--- src/rtl/sdram_ctrl_init_ref_if.sv ---
// Command-bus handshake between the init/refresh sequencer and the access
// engine's command mux: request/grant plus the command and address it drives.
interface sdram_ctrl_init_ref_if;
  logic        req;
  logic        gnt;
  logic [3:0]  cmd;
  logic [12:0] cmd_addr;

  modport master (output req, output cmd, output cmd_addr, input gnt);
  modport slave  (input req, input cmd, input cmd_addr, output gnt);
endinterface

--- src/rtl/sdram_ctrl_init_ref.sv ---
// SDRAM power-up init sequencer (PRECHARGE ALL, 2x AUTO REFRESH, LOAD MODE)
// and periodic refresh timer, issuing commands whenever the bus is granted.
module sdram_ctrl_init_ref #(
  parameter int INIT_WAIT = 20000,
  parameter int T_MRD     = 2
) (
  input  logic                 clk,
  input  logic                 rst,
  input  logic                 ctrl_en,
  input  logic [2:0]           cl,
  input  logic [2:0]           t_rp,
  input  logic [2:0]           t_ref,
  input  logic [12:0]          ref_count,
  sdram_ctrl_init_ref_if.master bus,
  output logic                 init_done,
  output logic                 ref_miss
);

  localparam int            PW        = (INIT_WAIT > 1) ? $clog2(INIT_WAIT) : 1;
  localparam logic [PW-1:0] PWR_LAST  = PW'(INIT_WAIT - 1);
  localparam logic [7:0]    MRD_LEN   = (T_MRD > 1) ? 8'(T_MRD) : 8'd1;
  localparam logic [3:0]    CMD_NOP   = 4'b0111;
  localparam logic [3:0]    CMD_PRE   = 4'b0010;
  localparam logic [3:0]    CMD_AR    = 4'b0001;
  localparam logic [3:0]    CMD_LMR   = 4'b0000;
  localparam logic [12:0]   ADDR_PALL = 13'h0400;

  typedef enum logic [3:0] {
    IDLE, PWR_WAIT, PRE, PRE_W, AR1, AR1_W, AR2, AR2_W, MRS, MRS_W,
    RUN, R_PRE, R_PRE_W, R_AR, R_AR_W
  } state_t;

  state_t        state;
  logic [PW-1:0] pwr_cnt;
  logic [7:0]    wcnt;
  logic [12:0]   ivl;
  logic          pending;

  logic [7:0]    rp_len;
  logic [7:0]    rfc_len;
  logic [12:0]   mode_word;
  logic          wait_done;
  logic          run_phase;
  logic          expire;
  logic          refresh_done;

  assign rp_len       = (t_rp == 3'd0)  ? 8'd1 : {5'd0, t_rp};
  assign rfc_len      = (t_ref == 3'd0) ? 8'd1 : {5'd0, t_ref};
  assign mode_word    = {3'b000, 1'b0, 2'b00, cl, 1'b0, 3'b000};
  assign wait_done    = (wcnt <= 8'd1);
  assign run_phase    = state inside {RUN, R_PRE, R_PRE_W, R_AR, R_AR_W};
  assign expire       = run_phase && (ivl == 13'd1);
  assign refresh_done = (state == R_AR_W) && wait_done;

  // Dropping ctrl_en behaves exactly like reset so re-enabling reruns the whole init.
  always_ff @(posedge clk) begin
    if (!rst || !ctrl_en) begin
      state        <= IDLE;
      pwr_cnt      <= '0;
      wcnt         <= '0;
      ivl          <= '0;
      pending      <= 1'b0;
      bus.req      <= 1'b0;
      bus.cmd      <= CMD_NOP;
      bus.cmd_addr <= '0;
      init_done    <= 1'b0;
      ref_miss     <= 1'b0;
    end else begin
      bus.cmd      <= CMD_NOP;
      bus.cmd_addr <= '0;
      case (state)
        IDLE: begin
          pwr_cnt <= '0;
          bus.req <= 1'b1;
          state   <= PWR_WAIT;
        end
        PWR_WAIT: if (pwr_cnt == PWR_LAST) state <= PRE; else pwr_cnt <= pwr_cnt + 1'b1;
        PRE: if (bus.gnt) begin
          bus.cmd      <= CMD_PRE;
          bus.cmd_addr <= ADDR_PALL;
          wcnt         <= rp_len;
          state        <= PRE_W;
        end
        PRE_W: if (wait_done) state <= AR1; else wcnt <= wcnt - 8'd1;
        AR1: if (bus.gnt) begin
          bus.cmd <= CMD_AR;
          wcnt    <= rfc_len;
          state   <= AR1_W;
        end
        AR1_W: if (wait_done) state <= AR2; else wcnt <= wcnt - 8'd1;
        AR2: if (bus.gnt) begin
          bus.cmd <= CMD_AR;
          wcnt    <= rfc_len;
          state   <= AR2_W;
        end
        AR2_W: if (wait_done) state <= MRS; else wcnt <= wcnt - 8'd1;
        MRS: if (bus.gnt) begin
          bus.cmd      <= CMD_LMR;
          bus.cmd_addr <= mode_word;
          wcnt         <= MRD_LEN;
          state        <= MRS_W;
        end
        MRS_W: if (wait_done) begin
          init_done <= 1'b1;
          bus.req   <= 1'b0;
          ivl       <= ref_count;
          state     <= RUN;
        end else wcnt <= wcnt - 8'd1;
        RUN: if (pending) begin
          bus.req <= 1'b1;
          state   <= R_PRE;
        end
        R_PRE: if (bus.gnt) begin
          bus.cmd      <= CMD_PRE;
          bus.cmd_addr <= ADDR_PALL;
          wcnt         <= rp_len;
          state        <= R_PRE_W;
        end
        R_PRE_W: if (wait_done) state <= R_AR; else wcnt <= wcnt - 8'd1;
        R_AR: if (bus.gnt) begin
          bus.cmd <= CMD_AR;
          wcnt    <= rfc_len;
          state   <= R_AR_W;
        end
        R_AR_W: if (wait_done) begin
          pending <= 1'b0;
          bus.req <= 1'b0;
          state   <= RUN;
        end else wcnt <= wcnt - 8'd1;
        default: state <= IDLE;
      endcase

      // Interval timer runs through refresh sequences; an expiry on the edge a
      // refresh completes queues a fresh refresh rather than counting as a miss.
      if (run_phase) begin
        if (expire) begin
          ivl     <= ref_count;
          pending <= 1'b1;
          if (pending && !refresh_done) ref_miss <= 1'b1;
        end else if (ivl != 13'd0) begin
          ivl <= ivl - 13'd1;
        end else begin
          ivl <= ref_count;
        end
      end
    end
  end

endmodule

--- src/flat_wrapper.sv ---
// flat-port wrapper written by rule: the top's interface ports become plain ports
module sdram_ctrl_init_ref_flat 
#(
  parameter int INIT_WAIT = 20000,
  parameter int T_MRD     = 2
)
  (clk, rst, ctrl_en, cl, t_rp, t_ref, ref_count, init_done, ref_miss, bus_req, bus_cmd, bus_cmd_addr, bus_gnt);
  sdram_ctrl_init_ref_if bus_i ();
  input  logic clk;
  input  logic rst;
  input  logic ctrl_en;
  input  logic [2:0] cl;
  input  logic [2:0] t_rp;
  input  logic [2:0] t_ref;
  input  logic [12:0] ref_count;
  output logic init_done;
  output logic ref_miss;
  output wire logic [$bits(bus_i.req)-1:0] bus_req;
  output wire logic [$bits(bus_i.cmd)-1:0] bus_cmd;
  output wire logic [$bits(bus_i.cmd_addr)-1:0] bus_cmd_addr;
  input wire logic [$bits(bus_i.gnt)-1:0] bus_gnt;
  assign bus_req = bus_i.req;
  assign bus_cmd = bus_i.cmd;
  assign bus_cmd_addr = bus_i.cmd_addr;
  assign bus_i.gnt = bus_gnt;
  sdram_ctrl_init_ref #(.INIT_WAIT(INIT_WAIT), .T_MRD(T_MRD)) u_core (.clk(clk), .rst(rst), .ctrl_en(ctrl_en), .cl(cl), .t_rp(t_rp), .t_ref(t_ref), .ref_count(ref_count), .bus(bus_i), .init_done(init_done), .ref_miss(ref_miss));
endmodule
--- config.mk ---
export PLATFORM = sky130hd
export DESIGN_NAME = sdram_ctrl_init_ref_flat
export DESIGN_NICKNAME = d
export VERILOG_FILES = /design/src/rtl/sdram_ctrl_init_ref_if.sv /design/src/rtl/sdram_ctrl_init_ref.sv /design/src/flat_wrapper.sv
export SDC_FILE = /design/constraint.sdc
export NUM_CORES = 1
export LEC_CHECK = 0
export CAP_MARGIN = 15
export CORE_MARGIN = 5
export CORE_UTILIZATION = 45
export CTS_CLUSTER_SIZE = 30
export DETAILED_ROUTE_END_ITERATION = 10
export GPL_TIMING_DRIVEN = 0
export PLACE_DENSITY = 0.69
export SLEW_MARGIN = 20
export SYNTH_ARGS = -nofsm -noshare
export SYNTH_HDL_FRONTEND = slang
export SYNTH_SLANG_ARGS = --single-unit
export TNS_END_PERCENT = 1
--- constraint.sdc ---
create_clock -name clk -period 6.5 [get_ports clk]
set_input_delay 0.65 -clock clk [delete_from_list [all_inputs] [get_ports clk]]
set_output_delay 0.65 -clock clk [all_outputs]
set_load 0.02 [all_outputs]
# --- After elaboration in Yosys (flattened, before gate mapping) ---
# Cells that the tools add are included.
word_totals:
  word_cells: 117
  regBits: 61
  in_bits: 26
op_classes:
  magnitude_cmp: 1
  n_eq_ne: 33
  n_mux: 42
  add_sub_neg: 3
  reduce_logical: 28
ops:
  columns: ["cell", "count"]
  rows:
  - ["$mux W13", 5]
  - ["$pmux W4 S14", 1]
  - ["$mux W4", 13]
  - ["$mux W8", 4]
  - ["$pmux W8 S4", 1]
  - ["$pmux W15 S2", 1]
  - ["$eq A4 B4 Y1 const B", 7]
  - ["$pmux W13 S2", 1]
  - ["$ne A2 B1 Y1 const B", 9]
  - ["$eq A4 B3 Y1 const B", 4]
  - ["$ne A2 B2 Y1 const B", 8]
  - ["$add A15 B1 Y15 const B", 1]
  - ["$eq A15 B15 Y1 const B", 1]
  - ["$mux W15", 1]
  - ["$mux W3", 5]
  - ["$eq A13 B1 Y1 const B", 1]
  - ["$reduce_and A13 Y1", 1]
  - ["$reduce_bool A13 Y1", 1]
  - ["$sub A13 B1 Y13 const B", 1]
  - ["$pmux W4 S3", 1]
  - ["$mux W11", 1]
  - ["$eq A4 B2 Y1 const B", 2]
  - ["$le A8 B1 Y1 const B", 1]
  - ["$sub A8 B1 Y8 const B", 1]
  - ["other kinds (19)", 35]

# --- Longest topological paths before layout ---
logic_depth:
  word_depth: 5
  ltp_mapped: 8
  depth_no_buf: 7

# --- Worst setup path before layout ---
# Ideal clock, no wire load.
synth_timing:
  kind: "register to register"
  startpoint: "register u_core.pwr_cnt[5]"
  endpoint: "register u_core.state[2]"
  setup_ns: 0.117
  path_stages_with_launch: 6
  setup_slack_ns: 4.342
  n_path_buf: 0
  arrival_ns: 2.040
  synth_period_minus_slack_ns: 2.158
  t_required_ns: 6.383
  path_cell_list: "dfxtp_1 > or4b_4 > nor4_4 > o32ai_1 > or4_1 > a32o_1"
synth_between:
  elab_chain_cells: 3
synth_rtl:
  columns: ["element", "line_no", "rtl"]
  rows:
  - ["from (decl)", "sdram_ctrl_init_ref.sv:34", "logic [PW-1:0] pwr_cnt;"]
  - ["from (signal assigned)", "sdram_ctrl_init_ref.sv:59", "pwr_cnt <= '0;"]
  - ["from (signal assigned)", "sdram_ctrl_init_ref.sv:73", "pwr_cnt <= '0;"]
  - ["from (signal assigned)", "sdram_ctrl_init_ref.sv:77", "PWR_WAIT: if (pwr_cnt == PWR_LAST) state <= PRE; else pwr_cnt <= pwr_cnt + 1'b1;"]
  - ["$eq A15 B15 Y1", "sdram_ctrl_init_ref.sv:77", null]
  - ["$ne A2 B1 Y1 (no source line)", null, null]
  - ["$reduce_and A13 Y1 (no source line)", null, null]
  - ["to (signal assigned)", "sdram_ctrl_init_ref.sv:75", "state <= PWR_WAIT;"]
  - ["to (signal assigned)", "sdram_ctrl_init_ref.sv:77", null]
  - ["to (signal assigned)", "sdram_ctrl_init_ref.sv:82", "state <= PRE_W;"]
  - ["to (decl)", "sdram_ctrl_init_ref.sv:33", "state_t state;"]
# No other way between the ends.
# A chain may end at the register's enable or synchronous reset.

# --- Worst setup path in the final report ---
layout_timing:
  startpoint: "register u_core.ivl[8]"
  endpoint: "register u_core.ivl[11]"
layout_between:
  elab_chain_cells: 4
layout_rtl:
  columns: ["element", "line_no", "rtl"]
  rows:
  - ["from (decl)", "sdram_ctrl_init_ref.sv:36", "logic [12:0] ivl;"]
  - ["from (signal assigned)", "sdram_ctrl_init_ref.sv:106", "ivl <= ref_count;"]
  - ["from (signal assigned)", "sdram_ctrl_init_ref.sv:137", "ivl <= ref_count;"]
  - ["from (signal assigned)", "sdram_ctrl_init_ref.sv:141", "ivl <= ivl - 13'd1;"]
  - ["$sub A13 B1 Y13, or another cell as far along", "sdram_ctrl_init_ref.sv:141", null]
  - ["$mux W13 / $logic_and A1 B1 Y1 (equally long branches)", "sdram_ctrl_init_ref.sv:140, sdram_ctrl_init_ref.sv:52", null]
  - ["$mux W13 *", "sdram_ctrl_init_ref.sv:136", "if (expire) begin"]
  - ["$mux W13 *", "sdram_ctrl_init_ref.sv:135", "if (run_phase) begin"]
# Mark *: on every way between the ends. The rest lies on a longest branch, timed or not.

==> reports/qor.txt <==
Outcome = complete, no violations
Clock buffer count from CTS = 5
Cell Area, Synth = 3000 sq um
Worst-case reg-to-reg path depth = 6
Hold Fails Final Rpt = 0
Max Root-Sink Buffers = 2
Primary FF master, synth = dfxtp_1
Yosys cell types = 63
DR vias = 2,918
Met2 Track Usage GR = 31.6%
Core footprint = 6420 sq um
Total Wirelength = 7.60 mm
Origin of the critical flop-to-flop path = u_core.ivl[8]
Reg2reg end = u_core.ivl[11]
CP arrival = 2640 ps
Cell Rows = 29
Worst Setup Start Kind = register
Total GRT Usage = 18.7%
IO buf count = 34
VDD IR-drop max = 0.0882 mV
Pleak = 1.23 nW
Post-CTS setup buffers = 0
Power Dens Cells = 157 nW/um^2
Largest net degree at the start of global routing = 15
Clock transition at path regs = 90 ps
Initial antenna violation count = 0
Worst slew pin tran = 771 ps
Clock latency at the later pin of the worst-skew pair = 300 ps
Vias per std cell = 5.82
Met3 Track Usage GR = 3.85%
First-pass GRT wire length = 13.2 mm
Final layout net count = 455
EDFF count, synth = 0
Max_cap viols = 0
Hold path cells = 2
Worst Hold Launch = u_core.init_done
Syn avg cell area = 8.04 sq um
Placer Congestion = 0.883
Combinational Power Share = 11.1%
Placed insts = 493
Worst Path Required = 6700 ps
Die Wd = 91.6 um
Global route overflow = 0
Final Cycle Share = 37.6%
Setup TNS = 0 ps
Clock sinks = 51
Vias in the first global route = 2,862
Met1 usage = 24.3%
Initial DRC Count = 206
RSZ-0062 raised after global routing = false
Die footprint = 8400 sq um
DRC Markers = 0
Area grow syn2layout = 18.4%
Avg WL per Cell = 15.2 um
Hold path endpoint = u_core.init_done
Area taken by flip-flops and latches = 1020 sq um
CP Class = reg -> reg
Hold WC Path Type = reg -> reg
Slew Viols, Final = 0
Register area share after synthesis = 34.0%
Synth Instances = 373
CTS tree = done
Switching Power = 0.138 mW
Clock Skew = 8.26 ps
First-pass DRT Iterations = 4
Share of cells above drive strength 1 = 8.02%
YS warnings = 0
Worst Setup End Kind = register
Count of state elements after synthesis = 51
Slew HR = 48.1%
Max H-tree Level = 2
Final Critical Period = 2450 ps
Ys async rst share = 0%
Total Power = 0.557 mW
Clock root buffer = clkbuf_8
Non-Filler Instances = 501
Final setup vio count = 0
Crit Path Max Fanout = 10
Max Freq = 409 MHz
Post-CTS Hold Buffers = 0
HPWL after detailed placement = 5.54 mm
Switching part of the total = 24.8%
Clk pwr share = 32.1%
Sequential share of power = 56.8%
GRT busiest layer = met2
Starting Density = 46.7%
Placed cell area = 3470 sq um
I/O pins = 46
DRT antenna net count = 0
# diodes = 0
CTS resizes = 0
Reg2Reg Setup Slack = 4050 ps
Multi-input gate area = 1800 sq um
# fillers = 644
Design Area, Final = 3550 sq um
Die Height = 91.6 um
Int Power = 0.419 mW
## metal layers
layer  routed length [um]  part of all wire (%)
met5                    0                     0
met4                   95                   1.3
met3                  504                   6.6
met2                 3540                    47
met1                 3460                    46
## area by class of cell
type	instances	share of cell area, %
Buffer	32	4.55
Timing Repair Buffer	34	9.58
Inverter	13	1.37
Tap cell	77	2.71
Multi-Input combinational cell	286	50.7
Clock buffer	7	2.15
Clock inverter	1	0.141
Sequential cell	51	28.8
## flip-flops by register name, summed over array words and instances (netlist names)
register and flops:
u_core.pending 1, u_core.ivl 13, u_core.bus.cmd_addr 4, u_core.bus.req 1
u_core.wcnt 8, u_core.init_done 1, u_core.bus.cmd 3, u_core.state 4
u_core.pwr_cnt 15, u_core.ref_miss 1
## how the worst max path moves through the flow
stage	startpoint	endpoint	slack [ps]
2_1_floorplan	u_core.pwr_cnt[5]	u_core.state[2]	4340
3_3_place_gp	u_core.ivl[8]	u_core.ivl[5]	4090
3_5_place_dp	u_core.ivl[8]	u_core.ivl[11]	4070
4_1_cts	u_core.wcnt[0]	u_core.ivl[6]	4060
5_1_grt	u_core.wcnt[0]	u_core.ivl[10]	3770
6_report	u_core.ivl[8]	u_core.ivl[11]	4050
## worst max-delay path, stage by stage, from the launching register on
cell	delay, ps
dfxtp_1	360
nor4_1	700
o2111ai_1	330
nand2_1	200
buf_2	250
nand2_1	190
o221a_2	300
## cells in the final DEF (no fill, tap or decap), types with 4 or more instances in the layout
master           synthesis  layout
dfxtp_1                 51      51
clkdlybuf4s50_1          0      34
nand2_1                 26      26
a21oi_1                 25      25
nor2_1                  25      25
o21ai_0                 21      21
clkbuf_1                18      20
nand3_1                 18      18
nor3_1                  17      17
inv_1                   13      13
xnor2_1                 10      10
buf_4                   10      10
conb_1                   1      10
or3_1                    9       9
and2_1                   7       7
a211oi_1                 7       7
nand4_1                  6       6
or4_1                    6       6
o31ai_1                  6       6
nor4_1                   6       6
nand2b_1                 6       6
a31oi_1                  6       6
ha_1                     6       6
o221a_2                  5       5
clkbuf_8                 0       5
a21o_1                   4       4
## stage by stage
step / setup slack (ps) / util, % / hold WS, ps
after floorplan: 4340 / - / 452
after global placement: 4090 / 54.0 / 470
after detailed placement: 4070 / 54.0 / 474
after CTS: 4060 / 55.3 / 496
after global routing: 3770 / 55.3 / 531
final: 4050 / 55.3 / 484
## power by group through the flow
stage / Sequential (mW) / Combinational [mW] / Clock (mW)
after floorplan: 0.324 / 0.0357 / 0
after global placement: 0.323 / 0.0603 / 0
after detailed placement: 0.323 / 0.0609 / 0
after CTS: 0.316 / 0.0614 / 0.186
after global routing: 0.317 / 0.0675 / 0.200
final: 0.316 / 0.0619 / 0.179
## cells in the mapped netlist (all sizes together), types with 9 or more instances
| library cell | n | area, sq um |
|---|---|---|
| nor2 | 25 | 93.8 |
| dfxtp | 51 | 1020 |
| a21oi | 25 | 125 |
| inv | 13 | 48.8 |
| xnor2 | 10 | 87.6 |
| nand3 | 18 | 90.1 |
| nand2 | 26 | 97.6 |
| or3 | 9 | 56.3 |
| buf | 14 | 93.8 |
| nor3 | 18 | 101 |
| o21ai | 21 | 105 |
| clkbuf | 18 | 67.6 |
## cells by family (layout without fill, tap and decap cells)
logic type | count (synthesis) | in the layout | share of synthesized area, %
multiplexers | 2 | 2 | 0.668
flip-flops | 51 | 51 | 34.0
buffers and inverters | 45 | 87 | 7.01
AO/OA/AOI/OAI | 110 | 110 | 25.4
adder cells (fa/ha/maj) | 6 | 6 | 2.50
XOR/XNOR | 12 | 12 | 3.50
other | 1 | 10 | 0.125
AND/OR/NAND/NOR | 146 | 146 | 26.8
No activity file was read; power rests on OpenSTA's default activity.
